--- config.mk ---
export PLATFORM = sky130hd
export DESIGN_NAME = shift_ctrl_frontend
export DESIGN_NICKNAME = d
export VERILOG_FILES = /design/src/rtl/shift_ctrl_pkg.sv /design/src/rtl/shift_ctrl_frontend_btn_conditioner.sv /design/src/rtl/shift_ctrl_frontend.sv
export SDC_FILE = /design/constraint.sdc
export NUM_CORES = 1
export LEC_CHECK = 0
export CAP_MARGIN = 20
export CORE_MARGIN = 10
export CORE_UTILIZATION = 60
export DETAILED_ROUTE_END_ITERATION = 6
export HOLD_SLACK_MARGIN = 0.02
export PLACE_DENSITY = 0.77
export SKIP_LAST_GASP = 1
export SYNTH_ARGS = -nofsm -noshare
export SYNTH_HDL_FRONTEND = slang
export SYNTH_SLANG_ARGS = --single-unit
--- constraint.sdc ---
create_clock -name clk -period 2.4 [get_ports clk]
set_clock_uncertainty 0.2 [all_clocks]
set_input_delay 0.6 -clock clk [delete_from_list [all_inputs] [get_ports clk]]
set_output_delay 0.6 -clock clk [all_outputs]
set_load 0.03 [all_outputs]
--- src/rtl/shift_ctrl_pkg.sv ---
`default_nettype none
// ----------------------------------------------------------------------------
// shift_ctrl_pkg: shared types and constants for the shifter control front end
// Rev 1.0
// ----------------------------------------------------------------------------
package shift_ctrl_pkg;

  typedef enum logic [1:0] {
    IDLE  = 2'd0,
    RUN   = 2'd1,
    PAUSE = 2'd2
  } state_e;

  localparam int SPEED_W    = 2;
  localparam int NUM_SPEEDS = 4;

  localparam logic               DIR_RST   = 1'b0;
  localparam logic [SPEED_W-1:0] SPEED_RST = '0;

endpackage
`default_nettype wire

--- src/rtl/shift_ctrl_frontend_btn_conditioner.sv ---
`default_nettype none
// ----------------------------------------------------------------------------
// btn_conditioner: 2-FF sync, sampled debounce and single press pulse per button
// Rev 1.0
// ----------------------------------------------------------------------------
module btn_conditioner #(
  parameter int DB_DEPTH = 4
) (
  input  logic clk,
  input  logic rst,
  input  logic sample_tick,
  input  logic btn_raw,
  output logic level,
  output logic press
);

  logic [1:0]          r_sync;
  logic [DB_DEPTH-1:0] r_shift;
  logic                r_level;
  logic                r_press;

  always_ff @(posedge clk) begin
    if (rst) begin
      r_sync  <= '0;
      r_shift <= '0;
      r_level <= 1'b0;
      r_press <= 1'b0;
    end else begin
      r_sync <= {r_sync[0], btn_raw};
      if (sample_tick) begin
        r_shift <= {r_shift[DB_DEPTH-2:0], r_sync[1]};
      end
      // press rises together with the level, so it lasts exactly one cycle
      r_press <= 1'b0;
      if (&r_shift) begin
        r_level <= 1'b1;
        r_press <= ~r_level;
      end else if (~|r_shift) begin
        r_level <= 1'b0;
      end
    end
  end

  assign level = r_level;
  assign press = r_press;

endmodule
`default_nettype wire

--- src/rtl/shift_ctrl_frontend.sv ---
`default_nettype none
// ----------------------------------------------------------------------------
// shift_ctrl_frontend: push-buttons -> en / dir / step / speed for the LED shifter
// Rev 1.0
// ----------------------------------------------------------------------------
module shift_ctrl_frontend
  import shift_ctrl_pkg::*;
#(
  parameter int DB_TICK_W   = 16,
  parameter int DB_DEPTH    = 4,
  parameter int STEP_BASE_W = 22
) (
  input  logic               clk,
  input  logic               rst,
  input  logic               btn_start,
  input  logic               btn_dir,
  input  logic               btn_speed,
  output logic               en,
  output logic               dir,
  output logic               step,
  output logic [SPEED_W-1:0] speed
);

  localparam logic [STEP_BASE_W-1:0] c_STEP_ALL_ONES = '1;

  logic [DB_TICK_W-1:0]   r_tick_cnt;
  logic                   w_sample_tick;
  logic [2:0]             w_raw;
  logic [2:0]             w_level;
  logic [2:0]             w_press;
  logic                   w_start_press;
  logic                   w_dir_press;
  logic                   w_speed_press;

  state_e                 r_state;
  logic                   r_en;
  logic                   r_dir;
  logic                   r_step;
  logic [SPEED_W-1:0]     r_speed;
  logic [STEP_BASE_W-1:0] r_step_cnt;
  logic [STEP_BASE_W-1:0] w_step_last;
  logic                   w_step_term;

  always_ff @(posedge clk) begin
    if (rst) begin
      r_tick_cnt <= '0;
    end else begin
      r_tick_cnt <= r_tick_cnt + 1'b1;
    end
  end

  assign w_sample_tick = &r_tick_cnt;
  assign w_raw         = {btn_speed, btn_dir, btn_start};

  for (genvar gi = 0; gi < 3; gi++) begin : g_btn
    btn_conditioner #(
      .DB_DEPTH (DB_DEPTH)
    ) u_cond (
      .clk         (clk),
      .rst         (rst),
      .sample_tick (w_sample_tick),
      .btn_raw     (w_raw[gi]),
      .level       (w_level[gi]),
      .press       (w_press[gi])
    );
  end

  // A press pulse only ever coincides with a settled high level
  assign w_start_press = w_press[0] & w_level[0];
  assign w_dir_press   = w_press[1] & w_level[1];
  assign w_speed_press = w_press[2] & w_level[2];

  // Period 2^(STEP_BASE_W - speed): terminal count is the low bits all ones
  assign w_step_last = c_STEP_ALL_ONES >> r_speed;
  assign w_step_term = (r_step_cnt == w_step_last);

  always_ff @(posedge clk) begin
    if (rst) begin
      r_state    <= IDLE;
      r_en       <= 1'b0;
      r_dir      <= DIR_RST;
      r_speed    <= SPEED_RST;
      r_step     <= 1'b0;
      r_step_cnt <= '0;
    end else begin
      r_step <= 1'b0;

      if (w_dir_press) begin
        r_dir <= ~r_dir;
      end

      unique case (r_state)
        IDLE: if (w_start_press) begin
          r_state <= RUN;
          r_en    <= 1'b1;
        end
        RUN: if (w_start_press) begin
          r_state <= PAUSE;
          r_en    <= 1'b0;
        end
        PAUSE: if (w_start_press) begin
          r_state <= RUN;
          r_en    <= 1'b1;
        end
        default: begin
          r_state <= IDLE;
          r_en    <= 1'b0;
        end
      endcase

      // Speed change overrides a coincident terminal count
      if (w_speed_press) begin
        r_speed    <= r_speed + 1'b1;
        r_step_cnt <= '0;
      end else if (r_state == RUN) begin
        if (w_step_term) begin
          r_step     <= 1'b1;
          r_step_cnt <= '0;
        end else begin
          r_step_cnt <= r_step_cnt + 1'b1;
        end
      end else if (r_state == IDLE) begin
        r_step_cnt <= '0;
      end
    end
  end

  assign en    = r_en;
  assign dir   = r_dir;
  assign step  = r_step;
  assign speed = r_speed;

endmodule
`default_nettype wire

---- Word-level counts from Yosys, hierarchy flattened ----
Index checks and enable logic that the tools add are counted.
operators by class
  $add $sub $neg .......................... 3
  $mul .................................... 0
  divide/modulo/power cells ............... 0
  $lt $le $gt $ge ......................... 0
  eq/ne operators ......................... 8
  shift-type cells ........................ 1
  multiplexer cells ....................... 16
  bitwise logic cells ..................... 11
  reduce and logical (&&, ||, !) cells .... 16
operators with widths
  kind                                                    count
  2-to-1 mux 22 bit                                       3
  adder 22 x 1 -> 22 bit (second input constant)          1
  == test 22 bit                                          1
  >> shifter 22 x 2 -> 22 bit (first input constant)      1
  adder 16 x 1 -> 16 bit (second input constant)          1
  AND reduction 16 bit                                    1
  AND reduction 4 bit                                     3
  OR reduction 4 bit                                      3
  OR reduction 2 bit                                      5
  2-to-1 mux 1 bit                                        9
  inequality test 2 x 1 -> 1 bit (second input constant)  4
  inverter 1 bit                                          8
  2-to-1 mux 2 bit                                        2
  one-hot mux 2 bit (2 select lines)                      1
  bitwise AND 1 bit                                       3
  OR reduction 3 bit                                      1
  adder 2 x 1 -> 2 bit (second input constant)            1
  == test 2 x 1 -> 1 bit (second input constant)          1
  == test 2 bit (second input constant)                   1
  logical NOT 2 bit                                       1
  inequality test 2 bit (second input constant)           1
  one-hot mux 1 bit (2 select lines)                      1
  AND reduction 2 bit                                     1
  nonzero test 2 bit                                      1
storage, ports and cells
  register bits after elaboration ......... 69
  latch bits .............................. 0
  RAM bits ................................ 0
  ROM bits ................................ 0
  output and inout bits ................... 5
  logic and storage cells ................. 74
  memories kept ........................... 0

---- Depth between registers and ports, before layout ----
Gate-level depths: netlist of the first run.
  word-level depth ........................ 4
  mapped depth ............................ 8

---- Cells and area by module ----
Synthesis of the first run repeated with hierarchy kept, for this count alone.
second synthesis, totals
  cell total of the unflattened synthesis .. 354
  area, all modules ....................... 3,196.8 um2
modules (own cells, without submodules)
  module               instances  cells each  area an instance (um2)  seq. area each (um2)
  shift_ctrl_frontend  1          282         2,356.0                 900.9
  btn_conditioner      3          24          280.3                   160.2

---- Least setup slack after synthesis of the first run ----
Ideal clock, no wire load.
  kind .................................... reg2reg
  from .................................... register r_speed[0] (netlist: speed[0])
  to ...................................... register r_step_cnt[0]
  setup time .............................. 0.121 ns
  arrival time ............................ 1.829 ns
  required time ........................... 2.079 ns
  slack ................................... 0.250 ns
  stages on the path, launching flop included .. 8
  buffers on the path ..................... 1
  clock period less this slack ............ 2.150 ns
  cells stage by stage .................... dfxtp_1 > inv_1 > ha_1 > xor2_1 > nor4_1 > a21oi_2 > buf_6 > mux2_2
between the ends
  word-level cells in the longest chain between the ends .. 4
ends and longest elaborated chain
  item                         RTL line                    source
  start, declared              shift_ctrl_frontend.sv:39   logic [SPEED_W-1:0] r_speed;
  start signal, assigned       shift_ctrl_frontend.sv:113  r_speed <= r_speed + 1'b1;
  >> shifter 22 x 2 -> 22 bit  shift_ctrl_frontend.sv:74   assign w_step_last = c_STEP_ALL_ONES >> r_speed;
  == test 22 bit               shift_ctrl_frontend.sv:75   assign w_step_term = (r_step_cnt == w_step_last);
  2-to-1 mux 22 bit            shift_ctrl_frontend.sv:116  if (w_step_term) begin
  2-to-1 mux 22 bit            shift_ctrl_frontend.sv:115  end else if (r_state == RUN) begin
  end signal, assigned         shift_ctrl_frontend.sv:120  r_step_cnt <= r_step_cnt + 1'b1;
  end, declared                shift_ctrl_frontend.sv:40   logic [STEP_BASE_W-1:0] r_step_cnt;
No other way between the ends.
A chain may end at the register's enable or synchronous reset.

---- Worst setup path in the final report of the first run ----
  from .................................... register r_speed[1] (netlist: speed[1])
  to ...................................... output speed[1]
RTL lines
  item           RTL line                   source
  end, declared  shift_ctrl_frontend.sv:21  output logic [SPEED_W-1:0] speed
No word-level cell between the ends.

==> results of run 1 <==
synthesized netlist by cell type, types with 2 or more instances:
cell,instances
mux2_2,2
mux2i_1,13
a21oi_1,17
xnor2_1,9
or3_1,2
nor3_1,5
inv_1,6
nor2b_1,9
dfxtp_1,68
a41oi_1,5
and4_1,2
nor2_1,48
xor2_1,8
o31ai_1,3
buf_6,4
clkbuf_8,2
o21ai_0,12
nand4_1,5
nor4_1,3
ha_1,4
a31oi_1,14
clkbuf_1,7
nand2_1,30
nand2b_1,3
nor4_4,2
and3_1,9
nand3_1,18
cell families after synthesis:
kind of cell,Yosys count,share of synthesized area
mux,15,0.05077
flops,68,0.4528
compound gates,61,0.1298
buf+inv,22,0.04619
xor+xnor,17,0.04952
simple gates,145,0.2543
fa+ha+maj,4,0.01665
flip-flops by register name (all words and copies together), names as in the netlist:
register,count
g_btn.u_cond.level,3
dir,1
step,1
r_tick_cnt,16
speed,2
r_step_cnt,22
g_btn.u_cond.r_sync,6
g_btn.u_cond.press,3
r_state,1
en,1
g_btn.u_cond.r_shift,12
power by group through the flow:
stage               combinational, mW  sequential (mW)  clock, mW
detailed placement             0.0342             1.17          0
CTS                            0.0346             1.14       1.01
global route                   0.0384             1.14       1.04
floorplan                      0.0254             1.17          0
finish                         0.0339             1.14      0.973
global placement               0.0336             1.17          0
stage by stage:
step / std cells / setup slack [ns] / power [mW] / utilization
floorplan: 332 / 0.2501 / 1.192 / -
global placement: 403 / 0.1338 / 1.201 / 0.6601
detailed placement: 403 / 0.1142 / 1.202 / 0.6601
CTS: 419 / 0.03551 / 2.180 / 0.7035
global route: 419 / 0.07910 / 2.224 / 0.7041
finish: 419 / 0.1405 / 2.148 / 0.7041
final cells by class:
type | count | area (µm²) | area share
multi-input cells | 242 | 1506 | 0.4471
inverters | 6 | 22.52 | 0.006684
repair buffers | 20 | 187.7 | 0.05570
flip-flops and latches | 68 | 1361 | 0.4040
well taps | 67 | 83.83 | 0.02488
clock buffers | 10 | 137.6 | 0.04085
clock inverters | 6 | 70.07 | 0.02079
worst min path at each step:
| stage | to | slack, ns | cells past startpoint |
|---|---|---|---|
| 3_5_place_dp | g_btn[0].u_cond.r_sync[1] | 0.23 | 1 |
| 5_1_grt | g_btn[1].u_cond.r_sync[1] | 0.26 | 1 |
| 3_3_place_gp | g_btn[1].u_cond.r_sync[1] | 0.22 | 1 |
| 2_1_floorplan | g_btn[0].u_cond.r_sync[1] | 0.21 | 1 |
| 6_report | g_btn[0].u_cond.r_sync[1] | 0.24 | 1 |
| 4_1_cts | g_btn[0].u_cond.r_sync[1] | 0.25 | 1 |
routing by layer:
metal	wire, µm	up-vias	part of all wire	global-route usage
met5	0	-	0	0
met4	56	0	0.010	0.05483
met3	205	9	0.038	0.05154
met2	2529	28	0.47	0.2181
met1	2599	1036	0.48	0.1552
li1	-	1213	-	-
==> impl_metrics.csv, run 1 <==
group,metric,value,unit
outcome,status,"complete, no violations",
yosys,synth_flop_cell,"dfxtp_1",
critical_path,worstPathArrival,1.46,ns
yosys,ys_seq_area_frac,0.4528,
clocking,worstSkewPairLatency,0.34,ns
routing,drc,0,
critical_path,r2r_cells,7,
critical_path,r2r_setup_slack,0.27,ns
routing,dr.pass1.iters,4,
sta,rsz0062_at_grt,"false",
finish,antennaDiodeCount,0,
power_and_ir_drop,p_switching,0.4770,mW
sta,min_period,2.260,ns
global_routing,grt_pass1_wl,9.328,mm
floorplan,start_util,0.6282,
critical_path,start_kind,"register",
power_and_ir_drop,power_frac_seq,0.531,
critical_path,path_cells,"clkdlybuf4s50_1",
sta,fin_hold_ws,0.2429,ns
clocking,clk_path_buf_depth,2,
yosys,syn_inst,332,
placed_design,placed_cell_area,3159,µm²
global_routing,grt_pass1_vias,2104,
clocking,cts_tree,"yes",
clocking,h-tree-depth,3,
yosys,yosys-top-cells-area,"dfxtp_1 (45%), nor2_1 (6.0%), mux2i_1 (4.3%), nand2_1 (3.7%), nand3_1 (3.0%)",
critical_path,worstSetupPathDepth,1,
critical_path,crit_end,"speed[1]",
sta,fin_setup_tns,0,ns
floorplan,io_pins,10,
placed_design,place_congestion,0.7894,
critical_path,cpPeakStageDelay,0.71,ns
clocking,numCtsBuffers,9,
yosys,yosys.cell_types.count,49,
hold_path,worstHoldPathType,"reg -> reg",
yosys,ys_ff_latch,68,
critical_path,path_class,"reg -> out",
clocking,path_clk_slew,0.08,ns
yosys,synth_warnings,0,
finish,drive_gt1_frac,0.1136,
clocking,cts_sinks,68,
yosys,synth_nets,341,
critical_path,path_buf_inv,1,
finish,mostFrequentLayoutCell,"dfxtp_1",
floorplan,placementRows,25,
power_and_ir_drop,clkPwrFrac,0.453,
finish,nets,356,
yosys,async_flop_share,0,
routing,drtAntennaViolNets,0,
placed_design,portBuffers,9,
sta,final-max-slew-violation-count,0,
clocking,postCtsHoldBufs,0,
yosys,yosysTopAreaCell,"dfxtp_1",
global_routing,antenna_found_initial,0,
clocking,root_buffer,"clkbuf_8",
placed_design,hpwl,3.604,mm
floorplan,core-area,4786,µm²
routing,routedWlPerCell,12.86,µm
sta,hold_viol,0,
critical_path,critPathTopFamily,"buffers and inverters",
floorplan,fp.dieW,90.79,µm
finish,final_cell_mix,"dfxtp_1 (68), nor2_1 (48), nand2_1 (30)",
critical_path,required,1.60,ns
routing,routed_wl,5.390,mm
power_and_ir_drop,swShare,0.2221,
yosys,synth_top_cell_area_share,0.4528,
power_and_ir_drop,p_leak,1.234,nW
global_routing,grt_use_total,0.1345,
critical_path,crit_fanout,5,
run,drv_cap,0,
global_routing,grt_overflow,0,
critical_path,end_kind,"primary output",
routing,drtIter0Drc,135,
global_routing,grt_max_degree,46,
hold_path,min_from,"g_btn[0].u_cond.r_sync[0]",
routing,num_vias,2286,
sta,finalSetupViolCount,0,
power_and_ir_drop,intPower,1.671,mW
clocking,ctsResizeCount,0,
sta,maxSlewHeadroom,0.7098,
yosys,netlist_area,3007,µm²
finish,num-fill-cells,359,
finish,design_area,3369,µm²
floorplan,dieArea,8243,µm²
power_and_ir_drop,combPwrFrac,0.016,
critical_path,reg2reg_from,"r_step_cnt[0]",
sta,worst_pin_slew,0.4314,ns
critical_path,slowest_stage,"clkdlybuf4s50_1",
finish,area_growth,12.07,%
power_and_ir_drop,power_density,637.4,nW/µm²
sta,finalCritPeriodShare,0.9415,
floorplan,dieHeight,90.79,µm
critical_path,crit_start,"speed[1]",
yosys,synth.avg_cell_area,9.056,µm²
critical_path,r2r_end,"r_step_cnt[11]",
routing,drt-vias-per-instance,5.456,
clocking,post_cts_buffers,0,
sta,max_freq,442.6,MHz
yosys,synth_edf_count,0,
power_and_ir_drop,ir_worst_vdd,0.4954,mV
(Power assumes the default switching activity.)
==> run 2, diff against run 1 <==
Settings changed: CORE_UTILIZATION 60 to 50, PLACE_DENSITY 0.77 to 0.66, SYNTH_HIERARCHICAL set to 1.
==> run 2 against run 1 <==
Register-to-register slack got worse by 0.12 ns. Die area rose by 21%. Cell count rose by 7.4%. Power rose by 9.8%. Critical endpoint unchanged. Largest power group unchanged. Highest routed layer unchanged.
==> impl_metrics.csv, run 2 <==
group,metric,value,unit
routing,num_vias,2588,
placed_design,portBuffers,9,
yosys,synth_edf_count,0,
critical_path,cpPeakStageDelay,0.71,ns
sta,fin_setup_tns,0,ns
critical_path,path_cells,"clkdlybuf4s50_1",
sta,max_freq,440.4,MHz
power_and_ir_drop,power_density,649.8,nW/µm²
critical_path,r2r_cells,6,
finish,nets,377,
sta,min_period,2.271,ns
floorplan,core-area,6277,µm²
critical_path,required,1.60,ns
clocking,post_cts_buffers,0,
finish,drive_gt1_frac,0.1287,
critical_path,worstPathArrival,1.47,ns
floorplan,placementRows,29,
yosys,netlist_area,3197,µm²
yosys,synth.avg_cell_area,9.031,µm²
clocking,h-tree-depth,3,
clocking,ctsResizeCount,0,
critical_path,worstSetupPathDepth,1,
global_routing,grt_use_total,0.1341,
clocking,clk_path_buf_depth,2,
yosys,yosys.cell_types.count,51,
yosys,syn_inst,354,
sta,final-max-slew-violation-count,0,
yosys,synth.most_common_cell,"dfxtp_1",
hold_path,whs_path_depth,1,
yosys,ys_seq_area_frac,0.4321,
yosys,async_flop_share,0,
floorplan,dieHeight,99.96,µm
hold_path,worstHoldPathType,"reg -> reg",
floorplan,fp.dieW,99.96,µm
global_routing,grt_pass1_vias,2543,
finish,antennaDiodeCount,0,
finish,final_cell_mix,"dfxtp_1 (69), nor2_1 (41), nand2_1 (34)",
global_routing,grt_max_degree,26,
sta,rsz0062_at_grt,"false",
yosys,synth_flop_cell,"dfxtp_1",
yosys,synth_top_cell_area_share,0.4321,
finish,fin_cells,450,
critical_path,end_kind,"primary output",
finish,mostFrequentLayoutCell,"dfxtp_1",
routing,drc,0,
sta,worst_pin_slew,0.5647,ns
critical_path,path_class,"reg -> out",
routing,drtAntennaViolNets,0,
sta,maxSlewHeadroom,0.6207,
sta,setup_slack,0.1292,ns
floorplan,io_pins,10,
placed_design,post-place-ws,0.1962,ns
floorplan,start_util,0.5093,
outcome,status,"complete, no violations",
routing,drtIter0Drc,111,
critical_path,path_buf_inv,1,
finish,top_regs,"r_step_cnt: 22 flops, r_tick_cnt: 16 flops, g_btn.u_cond/r_shift: 12 flops",
power_and_ir_drop,ir_worst_vdd,0.4854,mV
routing,dr.pass1.iters,4,
run,drv_cap,0,
critical_path,slowest_stage,"clkdlybuf4s50_1",
finish,area_growth,13.54,%
yosys,synth_warnings,6,
routing,drt-vias-per-instance,5.751,
critical_path,start_kind,"register",
global_routing,grt_overflow,0,
critical_path,critPathTopFamily,"buffers and inverters",
routing,routed_wl,6.338,mm
sta,finalCritPeriodShare,0.9461,
yosys,synth_nets,363,
clocking,cts_tree,"yes",
yosys,yosysTopAreaCell,"dfxtp_1",
yosys,synth_commonest_cells,"dfxtp_1 (69), nor2_1 (41), nand2_1 (34)",
finish,largest-register,"r_step_cnt",
placed_design,dp.cells,434,
finish,utilization,0.5782,
power_and_ir_drop,p_leak,1.300,nW
critical_path,crit_fanout,5,
placed_design,placed_cell_area,3376,µm²
clocking,worstSkewPairLatency,0.35,ns
global_routing,grt_pass1_wl,11.26,mm
placed_design,place_congestion,0.7807,
sta,finalSetupViolCount,0,
clocking,root_buffer,"clkbuf_8",
finish,largest_reg_flops,22,
global_routing,antenna_found_initial,0,
yosys,ys_ff_latch,69,
floorplan,dieArea,9992,µm²
routing,routedWlPerCell,14.08,µm
sta,hold_viol,0,
clocking,postCtsHoldBufs,0,
yosys,yosys-top-cells-area,"dfxtp_1 (43%), nor2_1 (4.8%), nand3_1 (4.2%), mux2i_1 (4.1%), nand2_1 (4.0%)",
finish,design_area,3630,µm²
placed_design,hpwl,4.173,mm
clocking,numCtsBuffers,9,
clocking,path_clk_slew,0.08,ns
clocking,cts_sinks,69,
[run 2: changes by cell type in the layout (fill, tap and decap cells not counted), moves of 4 or more]
cell	change
nand3_1	+9
nor2_1	-7
o21ai_0	-7
a21oi_1	+6
a31oi_1	-6
and4_1	+6
nand4_1	+6
a41oi_1	-5
nor3_1	+5
and3_1	-4
nand2_1	+4
nor4b_2	+4
[run 2: final cells by class]
cell class,instances,area [µm²]
clock inverters,7,121.4
flip-flops and latches,69,1381
inverters,6,22.52
fillers,555,2648
clock buffers,9,123.9
well taps,77,96.34
repair buffers,19,160.2
multi-input cells,263,1724
[run 2: routing by layer]
layer	wire length (µm)	track usage	share of wire
met5	0	0	0
met4	133	0.06725	0.021
met3	200	0.02679	0.032
met2	3045	0.2190	0.48
met1	2959	0.1639	0.47
[run 2: cell families after synthesis]
family                     share of synthesized area
xor gates and xnor gates                     0.04931
buffers and inverters                        0.03131
and+or+nand+nor                               0.3100
muxes                                        0.04423
AOI/OAI and AO/OA                             0.1174
adders and majority gates                    0.01566
DFF                                           0.4321
[run 2: worst paths after layout]
| check | startpoint | end | slack (ns) |
|---|---|---|---|
| setup / recovery | speed[1] | speed[1] | 0.13 |
| hold reg to reg | g_btn[2].u_cond/r_sync[0] | g_btn[2].u_cond/r_sync[1] | 0.25 |
| setup reg to reg | r_step_cnt[0] | r_step_cnt[11] | 0.15 |
| hold / removal | g_btn[2].u_cond/r_sync[0] | g_btn[2].u_cond/r_sync[1] | 0.25 |
[run 2: through the flow]
stage | hold WS, ns | power [mW]
detailed placement | 0.2318 | 1.231
global route | 0.2705 | 2.427
global placement | 0.2166 | 1.230
floorplan | 0.2138 | 1.208
CTS | 0.2498 | 2.388
finish | 0.2460 | 2.359
[run 2: report_power, final]
group / total (mW) / switching [mW] / internal (mW)
registers: 1.16 / 0.00558 / 1.15
clock network: 1.16 / 0.463 / 0.693
logic: 0.0446 / 0.0275 / 0.0171
==> RTL edit: new RTL, config.mk and constraints of run 2 <==
Set the parameter `STEP_BASE_W` to 24 (it was 22).
--- a/src/rtl/shift_ctrl_frontend.sv
+++ b/src/rtl/shift_ctrl_frontend.sv
@@ -8,7 +8,7 @@
 #(
   parameter int DB_TICK_W   = 16,
   parameter int DB_DEPTH    = 4,
-  parameter int STEP_BASE_W = 22
+  parameter int STEP_BASE_W = 24
 ) (
   input  logic               clk,
   input  logic               rst,
Formal check against the unedited RTL: no difference found for any inputs over 10 cycles, from zero or initial values and one cycle with rst high; that may be too few to reach the edited logic, so the function may still have changed.
==> RTL edit against run 2 <==
Cell count is 1.1% lower. Power is 7.9% lower. Synthesized cell count shrank 1.7%. Final area is 2.3% lower. Sequential cell count increased by 2. Synthesized area fell by 1.4%. Routed wire length decreased by 3.8%. Setup slack worse by 0.0074 ns.
==> RTL edit: results (changes against run 2) <==
nets@finish=375 (was 377); clk buf depth=2 (unchanged); Clk Latency, worst-skew pair=0.35 ns (about the same); Netlist cell types=44 (was 51); post-synthesis sequential area ratio=45.1% (was 43.2%); First-pass DRT Iterations=4 (unchanged); share of layout cells above drive strength 1=12.2% (was 12.9%); static leakage=1.20 nW (was 1.30 nW); dpl hpwl=4.13 mm (was 4.17 mm); vias in the first global route=2269 (was 2543); slowest CP cell=clkdlybuf4s50_1 (unchanged); total wire length=6.10 mm (was 6.34 mm); initial antenna violation count=0 (unchanged); pin count of the biggest net entering global routing=47 (was 26); delay-heaviest family, CP=buffers and inverters (unchanged); status=complete, no violations (unchanged); VDD IR max=448 uV (was 485 uV); Hold WC Path Type=reg2reg (unchanged); DRT iter0 DRCs=87 (was 111); GPL Wtd Cong=0.820 (was 0.781); Final Hold Fails=0 (unchanged); H-Tree Depth=3 (unchanged); top_reg_cell synth=dfxtp_1 (unchanged); Post-DP Area=3350 sq um (was 3380 sq um); Worst-path clk slew=approximately 0.070 ns; # Post-CTS Setup Buffers=0 (unchanged); Clock Tree Root=clkbuf_8 (unchanged); # resized after CTS=0 (unchanged); Ys Warns=6 (unchanged); Num CTS Buffers=9 (unchanged); commonest cells in the netlist=dfxtp_1 (71), nor2_1 (44), nand3_1 (31) (was dfxtp_1 (69), nor2_1 (41), nand2_1 (34)); post-synth net total=357 (was 363); total number of vias=2438 (was 2588); Port Buffer Count=9 (unchanged); All-Layer GR Usage=12.7% (was 13.4%); Async SR Flop Fraction=0% (unchanged); crit-path max FO=5 (unchanged); top post-synthesis cells by area=dfxtp_1 (45%), nor2_1 (5.2%), nand3_1 (4.9%) (was dfxtp_1 (43%), nor2_1 (4.8%), nand3_1 (4.2%)); diodes inserted=0 (unchanged); Critical Path Max Stage Delay=approximately 0.72 ns; global-route wire length before repair=10.4 mm (was 11.3 mm); biggest regs=r_step_cnt (24), r_tick_cnt (16), g_btn.u_cond/r_shift (12) (was r_step_cnt (22), r_tick_cnt (16), g_btn.u_cond/r_shift (12)); Slew headroom=64.1% (was 62.1%); crit path DAT=1.48 ns
RTL edit: cell count changes after synthesis, moves of 4 or more:
cell | before | now
o21ai_1 | 1 | 6
or4b_1 | 0 | 5
nand2_1 | 34 | 25
inv_1 | 6 | 14
nand3_1 | 27 | 31
and4_1 | 8 | 1
or3_1 | 2 | 7
RTL edit: cell families after synthesis:
logic type,Yosys count,synth area share (%)
buffers and inverters,27,3.97
AO/OA/AOI/OAI,53,11.2
multiplexers,15,4.76
AND/OR/NAND/NOR,160,28.4
flip-flops,71,45.1
XOR/XNOR,18,5.00
adder cells (fa/ha/maj),4,1.59
RTL edit: final timing paths:
path / from / endpoint / slack, ns / depth (start not counted)
max reg2reg: speed[1]$_SDFFE_PP0P_ / r_step_cnt[5]$_SDFFE_PP0P_ / 0.14 / 7
min reg2reg: g_btn[1].u_cond/r_sync[0]$_SDFF_PP0_ / g_btn[1].u_cond/r_sync[1]$_SDFF_PP0_ / 0.24 / 1
max: speed[1]$_SDFFE_PP0P_ / speed[1] / 0.12 / 1
min: g_btn[1].u_cond/r_sync[0]$_SDFF_PP0_ / g_btn[1].u_cond/r_sync[1]$_SDFF_PP0_ / 0.24 / 1
RTL edit: report_power, final:
part           leakage [nW]  total, mW  switching [mW]  internal, mW
combinational         0.531     0.0363          0.0216        0.0147
sequential            0.574       1.19         0.00577          1.19
clock                0.0944      0.943           0.441         0.502
RTL edit: final cells by class:
class / instances / area, sq um
clock buffers: 10 / 138
multi-input cells: 250 / 1610
fillers: 537 / 2480
flip-flops and latches: 71 / 1420
inverters: 14 / 52.6
well taps: 75 / 93.8
repair buffers: 20 / 168
clock inverters: 5 / 58.8
RTL edit: through the flow:
step           worst slack, ns  hold slack, ns  instances
2_1_floorplan            0.144           0.214        348
3_3_place_gp             0.215           0.217        430
3_5_place_dp             0.149           0.228        430
4_1_cts                 0.0901           0.250        445
5_1_grt                -0.0587           0.257        445
6_report                 0.122           0.243        445
RTL edit: routing by layer:
metal	up-vias	global-route usage [%]	routed length, microns
li1	1266	-	-
met4	0	5.95	92
met3	11	4.22	249
met1	1122	15.2	2940
met2	39	20.0	2810
met5	-	0	0
